## config.mk

```make
export PLATFORM = sky130hd
export DESIGN_NAME = seq_arbiter
export DESIGN_NICKNAME = d
export VERILOG_FILES = /design/src/rtl/seq_arbiter.sv
export SDC_FILE = /design/constraint.sdc
export NUM_CORES = 1
export LEC_CHECK = 0
export CORE_UTILIZATION = 49
export CTS_CLUSTER_DIAMETER = 50
export DETAILED_ROUTE_END_ITERATION = 8
export PLACE_DENSITY = 0.78
export SLEW_MARGIN = 5
export SYNTH_ARGS = -nofsm -noshare
export SYNTH_HDL_FRONTEND = slang
export SYNTH_SLANG_ARGS = --single-unit
```

## constraint.sdc

```tcl
create_clock -name Clock -period 1.9 [get_ports Clock]
set_clock_uncertainty 0.05 [all_clocks]
set_input_delay 0.285 -clock Clock [delete_from_list [all_inputs] [get_ports Clock]]
set_output_delay 0.285 -clock Clock [all_outputs]
set_load 0.03 [all_outputs]
```

## src/rtl/seq_arbiter.sv

```systemverilog
// Round-robin arbiter that lends one shared serial pattern detector to two requesters:
// it clears the detector, shifts the winner's pattern in MSB first and returns the z history.
module seq_arbiter #(
  parameter int NBITS = 4
) (
  input  logic             Clock,
  input  logic             Reset,
  input  logic             Req0,
  input  logic             Req1,
  input  logic [NBITS-1:0] Data0,
  input  logic [NBITS-1:0] Data1,
  input  logic             z_in,
  output logic             w_out,
  output logic             FsmClr,
  output logic [1:0]       Gnt,
  output logic             Busy,
  output logic             Done0,
  output logic             Done1,
  output logic [NBITS-1:0] Result
);

  localparam int CW = $clog2(NBITS);

  typedef enum logic [1:0] {IDLE, CLEAR, SHIFT, REPORT} state_t;

  state_t           state, state_nx;
  logic [CW-1:0]    cnt;
  logic [NBITS-1:0] sreg;
  logic [NBITS-2:0] hist;
  logic             ptr;
  logic             any_req, win1, last;

  assign any_req = Req0 | Req1;
  // ptr holds the last requester served, so a tie goes to the other one
  assign win1    = Req1 & (~Req0 | ~ptr);
  assign last    = (cnt == CW'(NBITS-1));

  always_ff @(posedge Clock or posedge Reset) begin
    if (Reset) state <= IDLE;
    else       state <= state_nx;
  end

  always_comb begin
    state_nx = state;
    case (state)
      IDLE:    if (any_req) state_nx = CLEAR;
      CLEAR:   state_nx = SHIFT;
      SHIFT:   if (last) state_nx = REPORT;
      REPORT:  state_nx = IDLE;
      default: state_nx = IDLE;
    endcase
  end

  // Detector is held cleared while idle as well as in CLEAR
  always_comb begin
    w_out  = 1'b0;
    FsmClr = 1'b0;
    Busy   = 1'b1;
    case (state)
      IDLE:    begin FsmClr = 1'b1; Busy = 1'b0; end
      CLEAR:   FsmClr = 1'b1;
      SHIFT:   w_out = sreg[NBITS-1];
      default: ;
    endcase
  end

  always_ff @(posedge Clock or posedge Reset) begin
    if (Reset) begin
      Gnt    <= 2'b00;
      Done0  <= 1'b0;
      Done1  <= 1'b0;
      Result <= '0;
      ptr    <= 1'b1;
      cnt    <= '0;
      sreg   <= '0;
      hist   <= '0;
    end else begin
      Done0 <= 1'b0;
      Done1 <= 1'b0;
      case (state)
        IDLE: if (any_req) begin
          Gnt  <= win1 ? 2'b10 : 2'b01;
          sreg <= win1 ? Data1 : Data0;
          hist <= '0;
          cnt  <= '0;
        end
        SHIFT: begin
          sreg <= sreg << 1;
          cnt  <= cnt + CW'(1);
          // z after bit k is visible during cycle k+1; cycle 0 shows the cleared state
          if (cnt != '0) hist <= (hist << 1) | (NBITS-1)'(z_in);
        end
        REPORT: begin
          Result <= {hist, z_in};
          Done0  <= Gnt[0];
          Done1  <= Gnt[1];
          ptr    <= Gnt[1];
          Gnt    <= 2'b00;
        end
        default: ;
      endcase
    end
  end

endmodule
```

==> flow_summary.toml, run 1 <==
[floorplanning]
fp.dieW_um = 49.1
dieArea_um2 = 2410
io_pins = 24
core_um2 = 2020
die_y_um = 49.1
rows = 16
start_util_pct = 53.7

[power]
leakagePower_uw = 0.000648
seqPwrFrac_pct = 31.9
netSwitchingPower_uw = 933
vdd_drop_max_mv = 1.04
combPwrFrac_pct = 58.7
p_int_uw = 1320
clock_power_share_pct = 9.4
swShare_pct = 41.4
p_per_area_nw_per_um2 = 1560
total_power_uw = 2250

[routing]
wire_per_inst_um = 14.2
drc_errors = 0
vias_per_cell = 5.40
drtPass1Iterations = 4
drtIter0Drc = 19
ant_nets = 0
vias = 870
wl_mm = 2.29

[yosys]
synthCells = 100
postSynthAreaPerCell_um2 = 10.9
synth_warnings = 0
syn-num-nets = 121
ys_top_cells_by_area = "dfrtp_1, ha_1, mux2_2, o21ai_0, a22o_1"
syn_area_um2 = 1090
synth-seq-cells = 20
ys.flop_type = "dfrtp_1"
synth_cell_types = 30
seq_area_frac_synth_pct = 46.2
synth_top_area_cell = "dfrtp_1"
synthArstFlopShare_pct = 100
synth_edf_count = 0
synth_top_cell_area_share_pct = 43.8

[critical_path]
cp-start-kind = "register"
crit_required_ns = 1.56
cp.arrival_ns = 1.46
cp_max_fo = 11
critical_path_class = "register to output port"
cp-end-kind = "output port"

[sta]
rsz0062_at_grt = "false"
report.final.slew_viol_count = 0
min_period_ns = 1.79
slew_headroom_pct = 72.3
worstMarginPinSlew_ns = 0.415
setup_viol = 0
hold_violations = 0
max_freq_mhz = 558
fin_setup_tns_ns = 0
period_share_pct = 94.3

[final_layout]
final_cell_mix = "clkdlybuf4s50_1, dfrtp_1, buf_4"
fill_cells = 161
drive_gt1_share_pct = 25.4
final_common_cell = "clkdlybuf4s50_1"
syn_to_final_growth_pct = 32.9
nNetsFinal = 156
antenna_cells = 0

[global_routing]
grtUsageTotal_pct = 21.8
top_usage_layer = "met2"
grt_pass1_wl_mm = 3.94
grt_use_met3_pct = 4.05
grt_max_degree = 21
antenna_found_initial = 0
grt_use_met1_pct = 28.7
grt_pass1_vias = 860
grt_overflow_total = 0
use_met2_pct = 34.0

[cts]
clock-sinks = 20
post_cts_buffers = 0
postCtsHoldBufs = 0
root_buffer = "clkbuf_4"
clk_path_buf_depth = 2
numCtsBuffers = 3
clk_latency_ns = 0.31
clk_pin_slew_worst_paths_ns = 0.12
cts_tree = "yes"
cts_resized = 3
htree_num_levels = 1

[min_path]
hold_class = "input port to async pin"

[place]
port_buffers = 23
place_congestion = 0.779
dp_hpwl_mm = 1.71

[status]
status = "finished clean"

[job]
drv_cap = 0
-- cell usage after synthesis, drive strengths merged (3+ instances only) --
library cell  count
mux2              9
inv               8
nor2              6
dfrtp            19
and2              3
ha                8
a22o              4
nand2b            3
nand2             3
o21ai            10
-- per-layer routing --
layer | part of all wire, % | vias up
met1 | 46 | 424
met5 | 0 | -
met2 | 49 | 16
met4 | 2.1 | 0
li1 | - | 425
met3 | 2.8 | 5
-- worst max-delay path: stages (launching register included) --
cell     delay (ns)
dfrtp_1        0.39
inv_1          0.07
ha_1           0.20
buf_4          0.17
inv_1          0.13
buf_4          0.18
-- sequential cells by signal, summed over array words and instances (netlist names) --
signal	cells
Result	4
sreg	4
hist	3
Gnt	2
cnt	2
state	2
Done0	1
Done1	1
ptr	1
-- final cells by class --
class / instances / area, um^2 / share of cell area (%)
Clock buffer: 4 / 26.3 / 1.82
Timing Repair Buffer: 33 / 295 / 20.5
Multi-Input combinational cell: 69 / 557 / 38.6
Sequential cell: 20 / 502 / 34.7
Inverter: 8 / 30.0 / 2.08
Tap cell: 27 / 33.8 / 2.34
-- power by group through the flow --
stage                     registers [uW]  clock network (uW)  logic [uW]
after floorplan                      819                   0         767
after global placement               716                   0        1280
after detailed placement             727                   0        1310
after CTS                            717                 219        1310
after global routing                 741                 236        1450
final                                719                 211        1320
-- kinds of logic (layout without fill, tap and decap cells) --
family / count (synthesis) / count (layout) / synth area share (%)
adder cells (fa/ha/maj): 8 / 8 / 9.22
flip-flops: 20 / 20 / 46.2
multiplexers: 10 / 10 / 10.3
AO/OA/AOI/OAI: 27 / 27 / 17.7
AND/OR/NAND/NOR: 24 / 24 / 12.7
buffers and inverters: 11 / 45 / 3.92
-- through the flow --
step | instances | cell area (um^2) | worst slack, ns | hold WS [ns] | utilization [%]
global placement | 157 | 1410 | 0.0899 | 0.438 | 69.6
global route | 161 | 1440 | 0.0229 | 0.265 | 71.4
detailed placement | 157 | 1410 | 0.0532 | 0.446 | 69.6
floorplan | 100 | 1090 | 0.280 | 0.198 | -
CTS | 161 | 1440 | 0.00106 | 0.237 | 71.0
finish | 161 | 1440 | 0.109 | 0.232 | 71.4
-- final timing paths --
| path | start | endpoint | slack, ns | depth (start not counted) |
|---|---|---|---|---|
| worst min register to register | Result[3] | Result[3] | 0.47 | 1 |
| max in group asynchronous | Reset | ptr | 1.28 | 3 |
| min in group Clock | Result[3] | Result[3] | 0.47 | 1 |
| worst max register to register | state[0] | state[1] | 0.13 | 7 |
| worst max-delay path | state[0] | Busy | 0.11 | 5 |
| worst min-delay path | Reset | hist[2] | 0.23 | 3 |
No activity file was read; power rests on OpenSTA's default activity.
==> run 2, diff against run 1 <==
--- a/config.mk
+++ b/config.mk
@@ -5,6 +5,7 @@
 export SDC_FILE = /design/constraint.sdc
 export NUM_CORES = 1
 export LEC_CHECK = 0
+export CAP_MARGIN = 0
 export CORE_UTILIZATION = 49
 export CTS_CLUSTER_DIAMETER = 50
 export DETAILED_ROUTE_END_ITERATION = 8
==> results of run 2 <==
The final DEF is identical to that of run 1; final timing and power are the same.
